`config.mk`:
```
export PLATFORM = sky130hd
export DESIGN_NAME = ddr_rx_deser
export DESIGN_NICKNAME = d
export VERILOG_FILES = /design/src/rtl/ddr_rx_deser.sv
export SDC_FILE = /design/constraint.sdc
export NUM_CORES = 1
export LEC_CHECK = 0
export ABC_AREA = 1
export BUFFER_PORTS_ARGS = -buffer_cell sky130_fd_sc_hd__buf_2
export CAP_MARGIN = 20
export CORE_MARGIN = 2
export CORE_UTILIZATION = 37
export DETAILED_ROUTE_END_ITERATION = 10
export GPL_TIMING_DRIVEN = 0
export PLACE_DENSITY = 0.54
export RECOVER_POWER = 100
export REMOVE_ABC_BUFFERS = 1
export SYNTH_ARGS = -nofsm -noshare
export SYNTH_HDL_FRONTEND = slang
export SYNTH_SLANG_ARGS = --single-unit
```
`constraint.sdc`:
```
create_clock -name clk_i -period 2.6 [get_ports clk_i]
set_clock_uncertainty 0.2 [all_clocks]
set_input_delay 0.26 -clock clk_i [delete_from_list [all_inputs] [get_ports clk_i]]
set_output_delay 0.26 -clock clk_i [all_outputs]
set_load 0.01 [all_outputs]
```
`src/rtl/ddr_rx_deser.sv`:
```
// DDR receive deserializer: finds word alignment on an I_DDR bit-pair stream via a
// sync pattern, then assembles words into a small valid/ready output FIFO.
module ddr_rx_deser #(
  parameter int unsigned        WORD_W       = 8,
  parameter logic [WORD_W-1:0]  SYNC_PATTERN = WORD_W'(8'hA5),
  parameter int unsigned        LOCK_COUNT   = 3,
  parameter int unsigned        FIFO_DEPTH   = 4
) (
  input  logic              clk_i,
  input  logic              reset_n,
  input  logic              enable,
  input  logic [1:0]        ddr_data_i,
  input  logic              resync_i,
  output logic [WORD_W-1:0] data_o,
  output logic              data_valid_o,
  input  logic              data_ready_i,
  output logic              locked_o,
  output logic              overflow_o,
  output logic              align_odd_o
);

  localparam int unsigned HALF   = WORD_W / 2;
  localparam int unsigned PAIR_W = (HALF > 1) ? $clog2(HALF) : 1;
  localparam int unsigned CNT_W  = $clog2(LOCK_COUNT + 1);
  localparam int unsigned PTR_W  = $clog2(FIFO_DEPTH);
  localparam int unsigned PW1    = PTR_W + 1;

  localparam logic [1:0] ST_SEARCH = 2'd0;
  localparam logic [1:0] ST_VERIFY = 2'd1;
  localparam logic [1:0] ST_LOCKED = 2'd2;

  logic [1:0]        state_q, state_nxt;
  logic [WORD_W-2:0] hist_q;
  logic [WORD_W-1:0] w0, w1, word;
  logic [PAIR_W-1:0] pair_q, pair_nxt;
  logic [CNT_W-1:0]  cnt_q, cnt_nxt;
  logic              odd_nxt;
  logic              boundary;
  logic              push;

  // Newest bit sits at the MSB, so the earliest-received bit lands in the word LSB.
  assign w0       = {ddr_data_i[1], ddr_data_i[0], hist_q[WORD_W-2:1]};
  assign w1       = {ddr_data_i[0], hist_q};
  assign word     = align_odd_o ? w1 : w0;
  assign boundary = enable && (pair_q == PAIR_W'(HALF - 1));

  // Alignment state register and bit history.
  always_ff @(posedge clk_i) begin
    if (!reset_n) begin
      state_q     <= ST_SEARCH;
      hist_q      <= '0;
      pair_q      <= '0;
      cnt_q       <= '0;
      align_odd_o <= 1'b0;
      locked_o    <= 1'b0;
    end else begin
      state_q     <= state_nxt;
      pair_q      <= pair_nxt;
      cnt_q       <= cnt_nxt;
      align_odd_o <= odd_nxt;
      locked_o    <= (state_nxt == ST_LOCKED);
      if (enable) hist_q <= w0[WORD_W-1:1];
    end
  end

  // Next-state, pair counting and push decision.
  always_comb begin
    state_nxt = state_q;
    pair_nxt  = pair_q;
    cnt_nxt   = cnt_q;
    odd_nxt   = align_odd_o;
    push      = 1'b0;
    if (resync_i) begin
      state_nxt = ST_SEARCH;
      pair_nxt  = '0;
      cnt_nxt   = '0;
    end else if (enable) begin
      pair_nxt = boundary ? '0 : PAIR_W'(pair_q + 1'b1);
      case (state_q)
        ST_SEARCH: begin
          if ((w0 == SYNC_PATTERN) || (w1 == SYNC_PATTERN)) begin
            odd_nxt   = (w0 != SYNC_PATTERN);
            pair_nxt  = '0;
            cnt_nxt   = CNT_W'(1);
            state_nxt = (LOCK_COUNT == 1) ? ST_LOCKED : ST_VERIFY;
          end
        end
        ST_VERIFY: begin
          if (boundary) begin
            if (word == SYNC_PATTERN) begin
              cnt_nxt = CNT_W'(cnt_q + 1'b1);
              if (cnt_q == CNT_W'(LOCK_COUNT - 1)) state_nxt = ST_LOCKED;
            end else begin
              cnt_nxt   = '0;
              state_nxt = ST_SEARCH;
            end
          end
        end
        ST_LOCKED: push = boundary;
        default:   state_nxt = ST_SEARCH;
      endcase
    end
  end

  // Output FIFO; data_o is a registered copy of the head entry.
  logic [WORD_W-1:0] mem_q [FIFO_DEPTH];
  logic [PW1-1:0]    wr_q, rd_q, wr_nxt, rd_nxt;
  logic [WORD_W-1:0] head_nxt;
  logic              pop, full, push_ok, drop, empty_nxt;

  assign pop       = data_valid_o && data_ready_i;
  assign full      = (wr_q[PTR_W] != rd_q[PTR_W]) &&
                     (wr_q[PTR_W-1:0] == rd_q[PTR_W-1:0]);
  assign push_ok   = push && (!full || pop);
  assign drop      = push && full && !pop;
  assign wr_nxt    = wr_q + PW1'(push_ok);
  assign rd_nxt    = rd_q + PW1'(pop);
  assign empty_nxt = (wr_nxt == rd_nxt);
  assign head_nxt  = (push_ok && (rd_nxt[PTR_W-1:0] == wr_q[PTR_W-1:0])) ?
                     word : mem_q[rd_nxt[PTR_W-1:0]];

  always_ff @(posedge clk_i) begin
    if (reset_n && push_ok) mem_q[wr_q[PTR_W-1:0]] <= word;
  end

  always_ff @(posedge clk_i) begin
    if (!reset_n) begin
      wr_q         <= '0;
      rd_q         <= '0;
      data_o       <= '0;
      data_valid_o <= 1'b0;
      overflow_o   <= 1'b0;
    end else begin
      wr_q         <= wr_nxt;
      rd_q         <= rd_nxt;
      data_valid_o <= !empty_nxt;
      if (!empty_nxt) data_o <= head_nxt;
      if (drop) overflow_o <= 1'b1;
    end
  end

endmodule

```
[After elaboration in Yosys (flattened, before gate mapping)]
Memory sizes are Yosys's and may differ from the RTL's. A register that Yosys moved wholly into a read port is not among the register bits.
Index checks and enable logic that the tools add are counted.
Word-level totals
  memories kept: 1
  register bits: 23
  output and inout bits: 12
  bits in writable memories: 32
  logic and storage cells: 70
Memory list
  mem_q: words 4, width 8, read ports 1, clocked after Yosys merged registers in 1, write ports 1, RTL line 106  | logic [WORD_W-1:0] mem_q [FIFO_DEPTH];
Cells by class
  equal/unequal tests: 14
  reductions and logical operators: 19
  add/subtract/negate cells: 4
  mux-type cells: 20
  bitwise logic cells: 2
Operators by type and width (number)
  $eq A8 B8 Y1 const B: 3
  $mux W2: 12
  $eq A2 B2 Y1 const B: 4
  $mux W8: 1
  $ne A8 B8 Y1 const B: 1
  $reduce_and A4 Y1: 2
  $logic_and A1 B1 Y1: 7
  $add A3 B1 Y3: 2
  $pmux W2 S3: 1
  $logic_not A1 Y1: 5
  $mux W1: 5
  $add A2 B1 Y2 const B: 2
  $ne A2 B2 Y1 const B: 2
  $pmux W2 S2: 1
  $eq A3 B3 Y1: 1
  $eq A2 B1 Y1 const B: 1
  $eq A2 B2 Y1: 1
  $logic_not A2 Y1: 1
  $logic_or A1 B1 Y1: 2
  $not A1 Y1: 2
  $reduce_bool A2 Y1: 1
  $reduce_or A2 Y1: 1
  $ne A1 B1 Y1: 1

[Logic depth before layout (Yosys ltp)]
Gate-level depths: netlist (run 1).
  depth after elaboration: 9
  mapped depth: 17
  mapped depth without buffers: 17

[Worst setup path before layout (run 1)]
OpenSTA, ideal clock, no wires.
  kind: register -> register
  start point: register wr_q[0]
  end point: register data_o[0], read port of mem_q
  path slack: 339 ps
  data required time: 2342 ps
  cell stages (with the launch flop): 16
  buffers on the path: 0
  period minus slack after synthesis: 2261 ps
  arrival time: 2003 ps
  cells stage by stage: dfxtp_1 -> inv_1 -> nand2_1 -> nand2_1 -> nor2_1 -> nand2_1 -> inv_1 -> nor4_1 -> ha_1 -> ha_1 -> xor2_1 -> nor2_2 -> nand2_1 -> nor2_4 -> nand2_1 -> nand2_1
Between the ends
  word-level cells in the longest chain between the ends: 8
Ends and longest elaborated chain
  from (decl): RTL line 107  | logic [PW1-1:0] wr_q, rd_q, wr_nxt, rd_nxt;
  from (signal assigned): RTL line 134  | wr_q <= wr_nxt;
  $eq A2 B2 Y1: RTL line 113  | (wr_q[PTR_W-1:0] == rd_q[PTR_W-1:0]);
  $logic_and A1 B1 Y1: RTL line 112  | assign full = (wr_q[PTR_W] != rd_q[PTR_W]) &&
  $logic_not A1 Y1: RTL line 114  | assign push_ok = push && (!full || pop);
  $logic_or A1 B1 Y1: RTL line 114
  $logic_and A1 B1 Y1: RTL line 114
  $add A3 B1 Y3 (*): RTL line 116  | assign wr_nxt = wr_q + PW1'(push_ok);
  via wr_nxt[1]: RTL line 107
  $eq A3 B3 Y1 (*): RTL line 118  | assign empty_nxt = (wr_nxt == rd_nxt);
  $logic_not A1 Y1 (no line) (*)
  to (decl): RTL line 14  | output logic [WORD_W-1:0] data_o,
The timed path passes the listed nets; every way through them passes the cells marked *.
A chain may end at the register's enable or synchronous reset.

[Worst setup path in the final report (run 1)]
  start point: register pair_q[0]
  end point: register data_o[7], read port of mem_q
Between the ends
  word-level cells in the longest chain between the ends: 9
Ends and longest elaborated chain
  from (decl): RTL line 35  | logic [PAIR_W-1:0] pair_q, pair_nxt;
  from (signal assigned): RTL line 58  | pair_q <= pair_nxt;
  $eq A2 B2 Y1: RTL line 45  | assign boundary = enable && (pair_q == PAIR_W'(HALF - 1));
  $logic_and A1 B1 Y1: RTL line 45
  $mux W1: RTL line 79  | case (state_q)
  $mux W1: RTL line 77  | end else if (enable) begin
  $mux W1: RTL line 73  | if (resync_i) begin
  $logic_and A1 B1 Y1: RTL line 114
  $add A3 B1 Y3: RTL line 116
  $eq A3 B3 Y1: RTL line 118
  $logic_not A1 Y1 (no line)
Every way passes these cells.

==> results of run 1 <==
==> final cells by class <==
class	instances	area share (%)
Sequential cell	63	44.6
Multi-Input combinational cell	241	36.4
Inverter	44	4.94
Timing Repair Buffer	26	4.48
Tap cell	105	3.68
Clock buffer	9	3.47
Clock inverter	7	2.45
==> power by group <==
part / total, mW / switching, mW / internal [mW]
clock network: 0.926 / 0.395 / 0.531
logic: 0.0878 / 0.0630 / 0.0247
registers: 1.06 / 0.00964 / 1.05
==> routing by layer <==
layer | up-vias | track usage (%) | part of all wire (%)
li1 | 1210 | - | -
met1 | 1056 | 21.8 | 48
met2 | 54 | 25.4 | 46
met3 | 9 | 2.87 | 4.2
met4 | 0 | 7.97 | 2.0
met5 | - | 0 | 0
==> kinds of logic after synthesis <==
group | share of synthesized area (%)
buffers and inverters | 7.56
xor gates and xnor gates | 1.16
AOI/OAI and AO/OA | 9.95
and+or+nand+nor | 26.7
adders and majority gates | 2.48
DFF | 52.2
==> synthesized netlist by cell type (3+ instances only) <==
cell,number
nand2_1,101
inv_1,40
nor2_1,38
edfxtp_1,32
dfxtp_1,31
o21ai_0,26
a21oi_1,16
nand2_2,12
nand3_1,12
o22a_1,8
ha_1,6
nor3_1,4
buf_6,3
inv_2,3
nor2_2,3
xor2_1,3
==> path summary, 6_finish.rpt <==
path                                     from  depth (start not counted)        end  slack (ps)
worst min register to register      data_o[3]                          2  data_o[3]         250
worst min-delay path            ddr_data_i[0]                          3  hist_q[5]          30
worst max-delay path                pair_q[0]                         13  data_o[7]          90
worst max register to register      pair_q[0]                         13  data_o[7]          90
==> flip-flops by register name, indices dropped and copies added (netlist names) <==
| name | count |
|---|---|
| data_valid_o | 1 |
| pair_q | 2 |
| hist_q | 7 |
| cnt_q | 2 |
| data_o | 8 |
| wr_q | 3 |
| overflow_o | 1 |
| align_odd_o | 1 |
| locked_o | 1 |
| mem_q | 32 |
| state_q | 2 |
| rd_q | 3 |
==> worst min-delay path, stage by stage <==
cell	delay, ps
buf_2	100
inv_1	60
a21oi_1	110
==> timing repair <==
item	CTS	global route
gates resized for setup	11	16
endpoints found under the setup margin	13	16
setup buffers	3	1
pin swaps	6	8
==> through the flow <==
stage / hold WS [ps] / power, mW / utilization [%]
floorplan: 149 / 1.14 / -
global placement: 232 / 1.17 / 39.5
detailed placement: 238 / 1.17 / 39.8
CTS: 24.0 / 2.10 / 43.2
global route: 52.2 / 2.16 / 44.1
finish: 29.1 / 2.07 / 44.1
==> impl_metrics.env, run 1 <==
export IMPL_final_max_slew_viol_count=0
export IMPL_rows=33
export IMPL_cts_hold_buf=0
export IMPL_yosys_area_top_type="edfxtp_1"
export IMPL_fillers=831
export IMPL_die_h_um=94.5
export IMPL_grt_overflow_total=0
export IMPL_hold_violations=0
export IMPL_setup_violations=0
export IMPL_track_usage_pct=16.2
export IMPL_worst_path_max_delay_cell="dfxtp_1"
export IMPL_synth_seq_area_share_pct=52.2
export IMPL_vias_per_cell=4.71
export IMPL_max_stage_delay_ps=380
export IMPL_start_kind="flip-flop"
export IMPL_path_cells="ha_4, inv_1, nor4_2, ha_2, ha_1, xor2_1, buf_4, nand2_1, nand2_2, a21oi_4, buf_12, nand3_1, nand2_1"
export IMPL_clk_latency_ps=350
export IMPL_htree_levels=3
export IMPL_cp_required_ps=2630
export IMPL_dp_cells=475
export IMPL_portBuffers=18
export IMPL_synthArstFlopShare_pct=0
export IMPL_drive_above_1_share_pct=22.3
export IMPL_max_slew_worst_pin_slew_ps=662
export IMPL_numCtsBuffers=9
export IMPL_worst_ir_drop_vdd_v=0.000250
export IMPL_crit_fanout=9
export IMPL_cp_arrival_ps=2540
export IMPL_status="finished clean"
export IMPL_antenna_left=0
export IMPL_area_growth_pct=17.9
export IMPL_clkTransAtPathRegs_ps=70
export IMPL_core_area_um2=8090
export IMPL_grt_pass1_vias=2126
export IMPL_final_min_clock_period_ps=2510
export IMPL_drc=0
export IMPL_synth_cell_types=31
export IMPL_wire_per_inst_um=13.5
export IMPL_synth_edf_count=32
export IMPL_place_area_um2=3220
export IMPL_grt_max_degree=21
export IMPL_final_common_cell="nand2_1"
export IMPL_cts_buffer_depth=2
export IMPL_num_nets_final=398
export IMPL_regArea_um2=1590
export IMPL_clock_sinks=63
export IMPL_layout_common_cells="nand2_1 (98), inv_1 (37), nor2_1 (37)"
export IMPL_worst_setup_path_end_kind="flip-flop"
export IMPL_fin_crit_sh_pct=96.4
export IMPL_synthDominantCellAreaShare_pct=31.7
export IMPL_avgSynthCellArea_um2=8.51
export IMPL_path_common_cell="nand2_1"
export IMPL_ys_warn_count=0
export IMPL_pin_count=19
export IMPL_vias=2329
export IMPL_ys_ff_latch=63
export IMPL_fin_ws_ps=93.0
export IMPL_root_buffer="clkbuf_8"
export IMPL_fin_tns_setup_ps=0
export IMPL_antenna_found_initial=0
export IMPL_syn_instance_count=356
export IMPL_globalplace_congestion=0.807
export IMPL_rsz0062_at_grt="true"
export IMPL_ys_flop_type="edfxtp_1"
export IMPL_totalWireLength_mm=6.68
export IMPL_relSlewSlack_pct=55.5
export IMPL_drv_cap=0
export IMPL_min_path_type="in -> reg"
export IMPL_fin_area_um2=3570
export IMPL_critical_path_class="reg -> reg"
export IMPL_dp_final_hpwl_mm=4.60
export IMPL_cp_buffers_inverters=3
export IMPL_power_per_cell_area_nw_per_um2=581
export IMPL_cp_top_family="simple AND/OR/NAND/NOR gates"
export IMPL_antenna_cells=0
export IMPL_start_util_pct=37.4
export IMPL_final_cells=495
export IMPL_dieArea_um2=8930
export IMPL_cts_tree="yes"
export IMPL_pre_cts_slack_ps=-343
export IMPL_firstDrtPassIters=4
export IMPL_grt_pass1_wl_mm=10.7
export IMPL_max_freq_mhz=399
export IMPL_synth_area_top_cells="edfxtp_1 (32%), dfxtp_1 (20%), nand2_1 (13%)"
export IMPL_leakage_nw=1.54
export IMPL_die_w_um=94.5
export IMPL_synth_area_um2=3030
export IMPL_multi_input_area_um2=1300
export IMPL_drt_iter0_drc=132
No activity file was read; power rests on OpenSTA's default activity.
==> inputs of run 2 (changes only) <==
CORE_UTILIZATION = 30   (was 37)
PLACE_DENSITY = 0.46   (was 0.54)
==> run 2 against run 1 <==
Register-to-register slack better by 40 ps. Sequential power hardly changed. Sequential share of layout area is 0.29 points lower. Sequential cell count stayed put. Clock power is 11% lower. Critical path type unchanged. Critical endpoint is now data_o[6]. Combinational power is 1% lower. Critical path depth is 4 higher. Cell area is 0.81% higher.
==> impl_metrics.env, run 2 (synthesis results as in run 1) <==
export IMPL_drive_above_1_share_pct=19.9
export IMPL_dieArea_um2=10900
export IMPL_relSlewSlack_pct=44.5
export IMPL_area_growth_pct=18.8
export IMPL_worst_setup_path_end_kind="flip-flop"
export IMPL_final_min_clock_period_ps=2460
export IMPL_max_stage_delay_ps=370
export IMPL_path_common_cell="nand2_1"
export IMPL_largest_reg_flops=32
export IMPL_die_h_um=105
export IMPL_fin_tns_setup_ps=0
export IMPL_vias=2341
export IMPL_root_buffer="clkbuf_8"
export IMPL_hold_violations=0
export IMPL_utilization_pct=36.8
export IMPL_numCtsBuffers=9
export IMPL_layout_common_cells="nand2_1 (104), nor2_1 (38), inv_1 (37)"
export IMPL_grt_pass1_wl_mm=11.3
export IMPL_max_slew_worst_pin_slew_ps=829
export IMPL_setup_violations=0
export IMPL_place_area_um2=3250
export IMPL_min_path_type="in -> reg"
export IMPL_final_max_slew_viol_count=0
export IMPL_grt_max_degree=21
export IMPL_clk_latency_ps=340
export IMPL_portBuffers=18
export IMPL_cp_required_ps=2690
export IMPL_max_freq_mhz=406
export IMPL_antenna_left=0
export IMPL_totalWireLength_mm=6.98
export IMPL_status="finished clean"
export IMPL_clock_sinks=63
export IMPL_cts_buffer_depth=2
export IMPL_cts_tree="yes"
export IMPL_worst_path_max_delay_cell="dfxtp_4"
export IMPL_worst_path_stages=17
export IMPL_path_cells="inv_4, nand2_1, nand2_1, nor2_1, nand2_2, inv_2, nor4_4, ha_2, ha_4, xor2_2, inv_1, nand2_1, nand2_2, a21oi_4, buf_12, nand3_1, nand2_1"
export IMPL_vias_per_cell=4.47
export IMPL_drt_iter0_drc=78
export IMPL_antenna_cells=0
export IMPL_wire_per_inst_um=13.3
export IMPL_holdWs_ps=34.3
export IMPL_clkTransAtPathRegs_ps=70
export IMPL_rows=36
export IMPL_power_mw=1.97
export IMPL_track_usage_pct=13.4
export IMPL_grt_pass1_vias=2209
export IMPL_cp_buffers_inverters=4
export IMPL_cp_arrival_ps=2550
export IMPL_start_util_pct=31.0
export IMPL_leakage_nw=1.48
export IMPL_core_area_um2=9770
export IMPL_firstDrtPassIters=5
export IMPL_fin_crit_sh_pct=94.7
export IMPL_r2r_cells=17
export IMPL_drc=0
export IMPL_pin_count=19
export IMPL_globalplace_congestion=0.792
export IMPL_cts_hold_buf=0
export IMPL_worst_ir_drop_vdd_v=0.000235
export IMPL_fin_area_um2=3600
export IMPL_antenna_found_initial=0
export IMPL_start_kind="flip-flop"
export IMPL_final_common_cell="nand2_1"
export IMPL_cp_top_family="simple AND/OR/NAND/NOR gates"
export IMPL_grt_overflow_total=0
export IMPL_critical_path_class="reg -> reg"
export IMPL_drv_cap=0
export IMPL_min_path_cells=3
export IMPL_dp_final_hpwl_mm=4.63
export IMPL_die_w_um=105
export IMPL_num_nets_final=399
export IMPL_power_per_cell_area_nw_per_um2=547
export IMPL_crit_fanout=8
export IMPL_htree_levels=3
## run 2: cell count changes in the layout (fill, tap and decap cells not counted), moves of 2 or more
cell	previous run	this run
buf_2	19	6
buf_4	6	8
clkbuf_1	0	12
clkinv_2	1	3
dfxtp_1	26	24
dfxtp_2	3	5
nand2_1	98	104
nand2_2	15	9
nand3_1	12	9
nand3_2	0	3
## run 2: area by class of cell
| type | instances | area (um^2) |
|---|---|---|
| repair buffers | 27 | 155 |
| flip-flops and latches | 63 | 1600 |
| well taps | 133 | 166 |
| clock buffers | 9 | 124 |
| inverters | 44 | 175 |
| clock inverters | 7 | 63.8 |
| multi-input cells | 241 | 1320 |
| fillers | 1027 | 6170 |
## run 2: tightest hold or removal path, cell delays in order
cell,delay (ps)
buf_2,90
inv_1,70
a21oi_1,110
## run 2: worst paths after layout
path,slack (ps),from,endpoint
max reg2reg,140,wr_q[1],data_o[6]
min,30,ddr_data_i[0],hist_q[5]
min reg2reg,240,data_o[0],data_o[0]
max,140,wr_q[1],data_o[6]
## run 2: per-stage QoR
step | worst slack [ps] | std cells
4_1_cts | 3.83 | 520
3_5_place_dp | -394 | 501
3_3_place_gp | -396 | 499
2_1_floorplan | 331 | 348
5_1_grt | -50.3 | 524
6_report | 137 | 524
## run 2: power breakdown
part,internal (mW),switching (mW)
combinational,0.0235,0.0634
clock,0.434,0.390
sequential,1.05,0.00930
total,1.51,0.463
## run 2: repair_timing
item	CTS	global route
setup buffers	3	4
pin swaps	3	10
setup endpoints to repair	9	16
resized for setup	8	26
## run 2: per-layer routing
metal,part of all wire (%),GRT usage (%)
met1,50,17.6
met2,46,21.3
met3,2.4,3.20
met4,1.1,5.12
met5,0,0
==> inputs of run 3 (changes only) <==
clock period = 2.8 ns   (was 2.6 ns; I/O delays follow)
==> run 3 against run 2 <==
Sequential share of layout area increased by 1.2 points. Sequential power decreased by 7%. Routed wire length decreased by 2.4%. Cell area decreased by 3.3%. Clock power decreased by 7.5%. First-iteration DRC count increased by 5.1%. Sequential cell count unchanged. Setup slack improved by 74 ps. Via count decreased by 0.51%. Core utilization decreased by 1.2 points. Highest routed layer unchanged. Critical endpoint is now mem_q[1][2]. Die area unchanged. Combinational power decreased by 8.9%.
==> impl_metrics.env, run 3 (synthesis results as in run 1) <==
export IMPL_status="finished clean"
export IMPL_numCtsBuffers=9
export IMPL_wire_per_inst_um=13.0
export IMPL_vias=2329
export IMPL_leakage_nw=1.47
export IMPL_r2r_end="mem_q[1][2]"
export IMPL_worst_setup_path_end_kind="flip-flop"
export IMPL_fin_area_um2=3480
export IMPL_cts_tree="yes"
export IMPL_drt_iter0_drc=82
export IMPL_max_slew_worst_pin_slew_ps=846
export IMPL_max_freq_mhz=386
export IMPL_start_util_pct=31.0
export IMPL_critPathLaunch="enable"
export IMPL_grt_overflow_total=0
export IMPL_cp_arrival_ps=2420
export IMPL_r2r_cells=6
export IMPL_final_common_cell="nand2_1"
export IMPL_fin_crit_sh_pct=92.5
export IMPL_pin_count=19
export IMPL_antenna_left=0
export IMPL_dieArea_um2=10900
export IMPL_globalplace_congestion=0.792
export IMPL_cts_buffer_depth=2
export IMPL_start_kind="primary input"
export IMPL_final_min_clock_period_ps=2590
export IMPL_min_path_cells=3
export IMPL_drv_cap=0
export IMPL_clk_latency_ps=340
export IMPL_antenna_cells=0
export IMPL_track_usage_pct=13.3
export IMPL_power_per_cell_area_nw_per_um2=525
export IMPL_largest_reg_flops=32
export IMPL_layout_common_cells="nand2_1 (107), nor2_1 (39), inv_1 (38)"
export IMPL_grt_pass1_wl_mm=11.3
export IMPL_cp_required_ps=2630
export IMPL_area_growth_pct=14.9
export IMPL_min_from="ddr_data_i[0]"
export IMPL_die_h_um=105
export IMPL_antenna_found_initial=0
export IMPL_root_buffer="clkbuf_8"
export IMPL_critical_path_class="in -> reg"
export IMPL_min_path_type="in -> reg"
export IMPL_totalWireLength_mm=6.81
export IMPL_drc=0
export IMPL_clkTransAtPathRegs_ps=70
export IMPL_hold_end="hist_q[5]"
export IMPL_rows=36
export IMPL_hold_violations=0
export IMPL_setup_violations=0
export IMPL_reg2reg_slack_ps=220
export IMPL_vias_per_cell=4.46
export IMPL_clock_sinks=63
export IMPL_power_mw=1.83
export IMPL_grt_pass1_vias=2217
export IMPL_num_nets_final=397
export IMPL_crit_fanout=17
export IMPL_grt_max_degree=21
export IMPL_die_w_um=105
export IMPL_portBuffers=18
export IMPL_timing_rr_start="pair_q[1]"
export IMPL_drive_above_1_share_pct=14.4
export IMPL_place_area_um2=3250
export IMPL_dp_final_hpwl_mm=4.63
export IMPL_relSlewSlack_pct=43.3
export IMPL_core_area_um2=9770
export IMPL_worst_ir_drop_vdd_v=0.000218
export IMPL_rsz0062_at_grt="false"
export IMPL_htree_levels=3
export IMPL_firstDrtPassIters=4
export IMPL_final_max_slew_viol_count=0
run 3: changes by cell type in the layout (fill, tap and decap cells not counted), moves of 2 or more:
cell     delta
dfxtp_1     +5
buf_4       -3
dfxtp_2     -3
ha_1        +3
nand2_1     +3
nand2_2     -3
nand3_1     +3
nand3_2     -3
dfxtp_4     -2
ha_4        -2
inv_4       -2
nor3_1      +2
nor3_2      -2
run 3: worst max path at each step:
stage                  endpoint  slack [ps]  cells past startpoint
floorplan             data_o[0]         530                     15
global placement      data_o[5]        -220                     12
detailed placement    data_o[5]        -210                     12
CTS                   data_o[2]          70                     15
global route          data_o[0]          30                     17
finish              mem_q[1][2]         210                      6
run 3: final cells by class:
| cell class | count | area [um^2] |
|---|---|---|
| well taps | 133 | 166 |
| clock inverters | 7 | 63.8 |
| clock buffers | 9 | 124 |
| multi-input cells | 241 | 1240 |
| repair buffers | 25 | 136 |
| fillers | 1039 | 6290 |
| inverters | 44 | 170 |
| flip-flops and latches | 63 | 1580 |
run 3: critical path, cell delays in order:
cell      delay [ps]
clkbuf_1         570
nand2_4          120
nor3_4           310
nand3_4          160
nor3_1           660
clkbuf_2         320
run 3: metrics by stage:
stage | util, % | worst slack, ps | instances | TNS, ps | hold slack [ps]
floorplan | - | 531 | 348 | 0 | 169
global placement | 33.0 | -216 | 499 | -3290 | 232
detailed placement | 33.3 | -214 | 501 | -1460 | 236
CTS | 35.6 | 69.7 | 519 | 0 | 40.9
global route | 35.6 | 32.3 | 522 | 0 | 82.3
finish | 35.6 | 211 | 522 | 0 | 55.0
run 3: layer usage:
metal	track usage [%]	wire, um	vias up
li1	-	-	1205
met1	17.5	3420	1080
met2	21.1	3080	35
met3	3.20	214	9
met4	5.31	90	0
met5	0	0	-
run 3: power breakdown:
group          internal [mW]  total (mW)  switching [mW]
sequential             0.978       0.987         0.00860
combinational         0.0214      0.0792          0.0578
clock                  0.403       0.762           0.359
total                   1.40        1.83           0.425
run 3: what timing repair did:
item / 4_1_cts / 5_1_grt
pin swaps: 1 / 4
gates resized for setup: 2 / 9
hold endpoints to repair: 0 / 0
setup buffers: 2 / 3
endpoints found under the setup margin: 8 / 8
hold buffers: 0 / 0
